===== src/rtl/neuro_pkg.sv =====
// Shared Q8.8 types, constants and FSM state encoding for the neuron sum datapath.
package neuro_pkg;

  typedef logic signed [15:0] q88_t;

  localparam int   FRAC_BITS = 8;
  localparam q88_t Q88_MIN   = 16'sh8000;
  localparam q88_t Q88_MAX   = 16'sh7FFF;

  typedef enum logic [1:0] {
    IDLE  = 2'd0,
    ACCUM = 2'd1,
    ROUND = 2'd2,
    EMIT  = 2'd3
  } sumState_t;

endpackage


===== src/rtl/neuron_sat16.sv =====
// Clamps a wide signed value into the Q8.8 range 0x8000..0x7FFF.
module neuron_sat16
  import neuro_pkg::*;
#(
  parameter int ACC_W = 40
) (
  input  logic signed [ACC_W-1:0] din,
  output q88_t                    dout
);

  logic signed [ACC_W-1:0] maxExt_s;
  logic signed [ACC_W-1:0] minExt_s;

  assign maxExt_s = ACC_W'(Q88_MAX);
  assign minExt_s = ACC_W'(Q88_MIN);

  // Select the clamped value or pass the in-range value through.
  always_comb begin
    if (din > maxExt_s) begin
      dout = Q88_MAX;
    end else if (din < minExt_s) begin
      dout = Q88_MIN;
    end else begin
      dout = din[15:0];
    end
  end

endmodule


===== src/rtl/neuron_sum_stage.sv =====
// Weighted-sum stage of a neuron: bias + sum(x*w) in Q16.16, rounded down to Q8.8.
// Define NEURON_SUM_SATURATE_EN to clamp the result instead of wrapping it.
module neuron_sum_stage
  import neuro_pkg::*;
#(
  parameter int ACC_W = 40,
  parameter int CNT_W = 8
) (
  input  logic             clk,
  input  logic             rst,
  input  logic             start,
  input  logic [CNT_W-1:0] count,
  input  logic [15:0]      bias,
  input  logic [15:0]      dest,
  input  logic             term_valid,
  input  logic [15:0]      term_x,
  input  logic [15:0]      term_w,
  output logic             term_ready,
  output logic             busy,
  output logic [15:0]      out_val,
  output logic [15:0]      out_dest,
  output logic             out_we
);

  sumState_t               state_r;
  logic signed [ACC_W-1:0] acc_r;
  logic [CNT_W-1:0]        remCnt_r;
  logic [15:0]             dest_r;

  logic signed [31:0]      xExt_s;
  logic signed [31:0]      wExt_s;
  logic signed [31:0]      prod_s;
  logic signed [ACC_W-1:0] prodExt_s;
  logic signed [ACC_W-1:0] biasExt_s;
  q88_t                    rounded_s;

  // Full Q16.16 product; |x*w| never exceeds 2^30 so 32 bits are exact.
  assign xExt_s    = 32'($signed(term_x));
  assign wExt_s    = 32'($signed(term_w));
  assign prod_s    = xExt_s * wExt_s;
  assign prodExt_s = ACC_W'(prod_s);
  assign biasExt_s = ACC_W'($signed(bias)) <<< FRAC_BITS;

`ifdef NEURON_SUM_SATURATE_EN
  logic signed [ACC_W-1:0] shifted_s;

  assign shifted_s = acc_r >>> FRAC_BITS;

  neuron_sat16 #(
    .ACC_W(ACC_W)
  ) uSat (
    .din (shifted_s),
    .dout(rounded_s)
  );
`else
  // Wrapping keeps only bits [23:8] of the accumulator, i.e. (acc >>> 8) mod 2^16.
  assign rounded_s = acc_r[FRAC_BITS +: 16];
`endif

  // Control FSM with registered handshake, status and result outputs.
  always_ff @(posedge clk or posedge rst) begin
    if (rst) begin
      state_r    <= IDLE;
      acc_r      <= {ACC_W{1'b0}};
      remCnt_r   <= {CNT_W{1'b0}};
      dest_r     <= 16'h0000;
      out_val    <= 16'h0000;
      out_dest   <= 16'h0000;
      out_we     <= 1'b0;
      term_ready <= 1'b0;
      busy       <= 1'b0;
    end else begin
      case (state_r)
        IDLE: begin
          out_we <= 1'b0;
          if (start) begin
            remCnt_r <= count;
            dest_r   <= dest;
            acc_r    <= biasExt_s;
            busy     <= 1'b1;
            if (count != {CNT_W{1'b0}}) begin
              state_r    <= ACCUM;
              term_ready <= 1'b1;
            end else begin
              state_r    <= ROUND;
              term_ready <= 1'b0;
            end
          end else begin
            busy       <= 1'b0;
            term_ready <= 1'b0;
          end
        end
        ACCUM: begin
          if (term_valid && term_ready) begin
            acc_r    <= acc_r + prodExt_s;
            remCnt_r <= remCnt_r - CNT_W'(1);
            if (remCnt_r == CNT_W'(1)) begin
              state_r    <= ROUND;
              term_ready <= 1'b0;
            end else begin
              state_r    <= ACCUM;
              term_ready <= 1'b1;
            end
          end else begin
            state_r <= ACCUM;
          end
        end
        ROUND: begin
          out_val  <= rounded_s;
          out_dest <= dest_r;
          out_we   <= 1'b1;
          state_r  <= EMIT;
        end
        EMIT: begin
          out_we  <= 1'b0;
          busy    <= 1'b0;
          state_r <= IDLE;
        end
        default: begin
          state_r    <= IDLE;
          out_we     <= 1'b0;
          busy       <= 1'b0;
          term_ready <= 1'b0;
        end
      endcase
    end
  end

endmodule


===== config.mk =====
export PLATFORM = sky130hd
export DESIGN_NAME = neuron_sum_stage
export DESIGN_NICKNAME = d
export VERILOG_FILES = /design/src/rtl/neuro_pkg.sv /design/src/rtl/neuron_sat16.sv /design/src/rtl/neuron_sum_stage.sv
export SDC_FILE = /design/constraint.sdc
export NUM_CORES = 1
export LEC_CHECK = 0
export CAP_MARGIN = 0
export CORE_MARGIN = 1.5
export CORE_UTILIZATION = 60
export CTS_CLUSTER_SIZE = 14
export DETAILED_ROUTE_END_ITERATION = 7
export PLACE_DENSITY_LB_ADDON = 0.15
export REMOVE_ABC_BUFFERS = 1
export SLEW_MARGIN = 5
export SYNTH_ARGS = -nofsm -noshare
export SYNTH_HDL_FRONTEND = slang
export SYNTH_SLANG_ARGS = --single-unit

===== constraint.sdc =====
create_clock -name clk -period 5.8 [get_ports clk]
set_input_delay 1.74 -clock clk [delete_from_list [all_inputs] [get_ports clk]]
set_output_delay 1.74 -clock clk [all_outputs]
set_load 0.02 [all_outputs]

== Word-level counts from Yosys, hierarchy flattened ==
Cells that the tools add are included.
Word-level totals
  register bits after elaboration: 101
  memories: 0
  output and inout port bits: 35
  memory bits (read-only): 0
  bits in latches: 0
  bits in writable memories: 0
Cells by class
  reductions and logical operators: 10
  mux-type cells: 19
  equal/unequal tests: 6
  bitwise gates (word level): 0
  shift operators: 0
  magnitude comparators: 0
  add/sub/neg operators: 2
  divide/modulo/power cells: 0
  multiply operators: 1
Operators by type and width (count)
  40-bit two-way mux: 2
  40-bit case mux with 2 select lines: 1
  40-bit by 32-bit adder with 40-bit output: 1
  16-bit by 16-bit multiplier with 32-bit output: 1
  8-bit two-way mux: 2
  8-bit case mux with 2 select lines: 1
  8-bit by 1-bit == test with 1-bit output, second input constant: 1
  2-bit two-way mux: 4
  2-bit case mux with 4 select lines: 1
  8-bit nonzero test: 1
  8-bit by 1-bit subtractor with 8-bit output, second input constant: 1
  1-bit case mux with 2 select lines: 3
  2-bit nonzero test: 3
  1-bit two-way mux: 5
  2-bit == test, second input constant: 2
  2-bit != test, second input constant: 2
  2-bit AND reduction: 2
  3-bit AND reduction: 1
  2-bit by 1-bit == test with 1-bit output, second input constant: 1
  2-bit logical NOT: 1
  2-bit OR reduction: 1
  1-bit logical AND: 1

== Logic depth before layout (Yosys ltp) ==
  depth after elaboration: 4
  mapped depth: 23
  mapped depth without buffers: 21

== Worst setup path after synthesis ==
No wires, ideal clock.
  path kind: input port to flip-flop
  start: input term_w[7]
  end: register acc_r[23]
  arrival time: 7.185 ns
  path slack: -1.513 ns
  stages: 21
  setup time: 0.128 ns
  buffers on the path: 2
  path through: clkbuf_1 -> clkbuf_1 -> nand2_1 -> fa_1 -> inv_1 -> fa_1 -> fa_1 -> fa_1 -> fa_1 -> inv_1 -> fa_1 -> inv_1 -> ha_1 -> a21o_1 -> a21oi_1 -> and4b_1 -> a21oi_1 -> and3_4 -> a2111oi_4 -> xnor2_1 -> a31oi_1
Between the ends
  word-level cells in the longest chain between the ends: 4
RTL lines
  start, declared: line neuron_sum_stage.sv:17  | input logic [15:0] term_w,
  16-bit by 16-bit multiplier with 32-bit output: line neuron_sum_stage.sv:40  | assign prod_s = xExt_s * wExt_s;
  40-bit by 32-bit adder with 40-bit output: line neuron_sum_stage.sv:95  | acc_r <= acc_r + prodExt_s;
  40-bit two-way mux: line neuron_sum_stage.sv:94  | if (term_valid && term_ready) begin
  40-bit case mux with 2 select lines: line neuron_sum_stage.sv:73  | case (state_r)
  end signal, assigned: line neuron_sum_stage.sv:64  | acc_r <= {ACC_W{1'b0}};
  end signal, assigned: line neuron_sum_stage.sv:79  | acc_r <= biasExt_s;
  end signal, assigned: line neuron_sum_stage.sv:95
  end, declared: line neuron_sum_stage.sv:26  | logic signed [ACC_W-1:0] acc_r;
Every way passes these cells. The select of a mux whose other input is x is not followed.
A chain may end at the register's enable or synchronous reset.

== Worst setup path in the final report ==
  start: input term_x[1]
  end: register acc_r[23]
Between the ends
  word-level cells in the longest chain between the ends: 4
RTL lines
  start, declared: line neuron_sum_stage.sv:16  | input logic [15:0] term_x,
  16-bit by 16-bit multiplier with 32-bit output: line neuron_sum_stage.sv:40
  40-bit by 32-bit adder with 40-bit output: line neuron_sum_stage.sv:95
  40-bit two-way mux: line neuron_sum_stage.sv:94
  40-bit case mux with 2 select lines: line neuron_sum_stage.sv:73
Every way passes these cells. The select of a mux whose other input is x is not followed.

==> impl_metrics.csv <==
group,metric,value,unit
yosys,synth_cells,1294,
route,drtPass1Iterations,5,
floorplan,die_x,146,um
yosys,syn_area,12200,um^2
yosys,synth_top_family_by_area,"adder cells",
route,vias_per_cell,5.36,
yosys,synth_xor_area_frac,0.0294,
floorplan,fp.dieH,146,um
flow_run,max_cap_violations,0,
critical_path,slowest_delay,540,ps
critical_path,required,5990,ps
worst_hold_path,holdPathStages,1,
floorplan,io_pins,111,
sta,relSlewSlack,0.416,
final_layout,area_growth,30.1,%
sta,max_freq,0.147,GHz
global_route,gr-total-overflow,0,
floorplan,start_util,0.608,
clock_tree,htree_levels,3,
clock_tree,clock_path_buffers,2,
clock_tree,clock-root-buffer,"clkbuf_16",
critical_path,critPathTopFamily,"adder cells",
sta,period_share,1.17,
critical_path,critPathBufInv,5,
critical_path,cp.arrival,6990,ps
final_layout,fillCellCount,1260,
sta,rsz0062_at_grt,"true",
clock_tree,hold_buffers,0,
final_layout,finish.instance_area,15900,um^2
final_layout,antenna_cells,0,
final_layout,nets,1910,
critical_path,endpoint_kind,"flip-flop",
global_route,grt_start_max_net_pins,49,
placement,hpwl,24400,um
yosys,synth_ff_type,"dfrtp_1",
clock_tree,cts_buffers,9,
global_route,grt_use_total,0.321,
global_route,antenna_found_initial,0,
worst_hold_path,holdPathEnd,"dest_r[6]",
sta,tightest_slew,873,ps
floorplan,num_rows,52,
global_route,grt_pass1_vias,10671,
floorplan,core_area,20100,um^2
placement,post_dp_cell_area,14500,um^2
route,wl_met1,13500,um
final_layout,layout-drive-gt1-share,0.262,
yosys,synth_mux_area_frac,0.0476,
clock_tree,clock_latency,330,ps
critical_path,critPathMostFrequentCell,"fa_1",
yosys,yosys.area_share.simple,0.148,
yosys,synth_compound_area_frac,0.0524,
sta,min_period,6800,ps
critical_path,r2r-end,"acc_r[23]",
yosys,ys_types,53,
clock_tree,cts_tree,"yes",
sta,final-hold-violation-count,0,
global_route,grt_pass1_wl,53800,um
yosys,async_flop_share,1.00,
outcome,status,"finished, violations left",
route,route.detailed.drc,0,
worst_hold_path,hp-start,"dest_r[6]",
route,top_layer_used,"met4",
critical_path,critPathLaunchType,"input pin",
critical_path,cp_max_fo,9,
placement,place_congestion,0.860,
sta,fin_skew,8.26,ps
floorplan,die_area,21300,um^2
placement,dp_worst_setup_slack,-2090,ps
route,avgRoutedWirePerCell,18.4,um
route,vias,9711,
route,wl_met3,2430,um
placement,port_buffers,110,
route,dr.first_iter.drc_count,652,
yosys,yosys_warnings,0,
critical_path,timing.rr.start,"acc_r[8]",
yosys,synth.avg_cell_area,9.45,um^2
critical_path,timing.reg2reg.worst_path_depth,18,
sta,setup_slack,-997,ps
sta,setup_viol,16,
clock_tree,cts.sinks,85,
worst_hold_path,hp-class,"flip-flop to flip-flop",
yosys,synthAdderAreaFrac,0.432,
critical_path,crit_chain,"clkdlybuf4s15_2, buf_6, nor2_1, fa_1, fa_1, fa_1, fa_1, fa_1, inv_2, fa_1, inv_2, ha_4, a21o_1, a21oi_4, buf_6, nand4b_4, and3_4, a2111oi_4, xnor2_1, a31oi_1",
route,wl_met2,16300,um
yosys,ys_seq_area_frac,0.174,
critical_path,worstSetupPathType,"input pin to flip-flop",
route,wirelength,33300,um
critical_path,slowest_stage,"fa_1",
critical_path,rrSetupSlack,760,ps
route,ant_nets,0,
yosys,ys_ff_latch,85,
outcome,violations,"setup timing",
yosys,synth_edf_count,0,
clock_tree,clk_pin_slew,60,ps
sta,slew_viol_final,0,
state kept, by name, indices dropped and copies added (netlist names):
register    cells
busy            1
out_dest       16
remCnt_r        8
acc_r          24
out_we          1
state_r         2
term_ready      1
dest_r         16
out_val        16
cell type report:
class,instances,area [um^2],share of cell area
multi-input combinational,838,9310,0.585
sequential,85,2130,0.134
tap,270,338,0.0212
timing repair buffer,282,2630,0.165
inverter,321,1210,0.0760
clock inverter,5,57.6,0.00362
clock buffer,10,239,0.0150
layout by cell type, fill, tap and decap left out, drive strengths merged, types with 8 or more instances in the layout:
master         synthesis  layout
mux2                  49      49
and2                 129     129
nor2                  33      33
o21ai                 28      28
xnor2                 35      35
nor3                   9       9
clkbuf                49      11
nand2b                 8       8
dfrtp                 85      85
buf                    1     196
nand3                 16      16
inv                  321     322
clkdlybuf4s50          0      78
ha                    88      88
a21oi                 24      24
fa                   209     209
nand2                125     125
stage by stage:
stage / utilization / hold slack (ps) / setup TNS (ps) / instances
CTS: 0.782 / 502 / -9540 / 1808
finish: 0.791 / 500 / -11440 / 1811
global route: 0.791 / 509 / -13150 / 1811
floorplan: - / 472 / -11270 / 1244
global placement: 0.724 / 481 / -27110 / 1762
detailed placement: 0.724 / 477 / -28760 / 1762
cells by family (layout without fill, tap and decap cells):
logic type	Yosys count	count (layout)
AOI/OAI and AO/OA	98	98
adders and majority gates	297	297
xor gates and xnor gates	41	41
buffers and inverters	371	618
DFF	85	85
and+or+nand+nor	350	350
muxes	52	52
worst max path at each step:
stage,start,end,slack [ps],cells past startpoint
after CTS,term_w[2],acc_r[21],-840,23
final,term_x[1],acc_r[23],-1000,20
after floorplan,term_w[4],acc_r[23],-1200,20
after global placement,term_w[4],acc_r[20],-1960,20
after detailed placement,term_w[4],acc_r[23],-2090,21
after global routing,term_x[1],acc_r[23],-1170,20
metal layers:
| metal | track usage | vias to the layer above |
|---|---|---|
| li1 | - | 4360 |
| met1 | 0.427 | 4857 |
| met2 | 0.535 | 412 |
| met3 | 0.0592 | 82 |
| met4 | 0.107 | 0 |
| met5 | 0 | - |
synth_stat cells, types with 9 or more instances:
| cell | count | area (um^2) |
|---|---|---|
| nor3_1 | 9 | 45.0 |
| xnor2_1 | 35 | 307 |
| nand2_1 | 124 | 465 |
| clkbuf_1 | 46 | 173 |
| fa_1 | 209 | 4180 |
| inv_1 | 321 | 1200 |
| and2_1 | 129 | 807 |
| o21ai_0 | 28 | 140 |
| nand3_1 | 16 | 80.1 |
| ha_1 | 88 | 1100 |
| nor2_1 | 33 | 124 |
| a21oi_1 | 22 | 110 |
| dfrtp_1 | 85 | 2130 |
| mux2_2 | 49 | 552 |
what timing repair did:
item / in CTS / in global routing
cloned: 3 / 0
gates resized for setup: 306 / 50
buffers inserted: 28 / 11
endpoints found under the setup margin: 17 / 16
pin swaps: 113 / 61
Power is left out: the tool's default activity adds up to more than one toggle a clock period on the data nets, which glitch-free logic cannot reach.
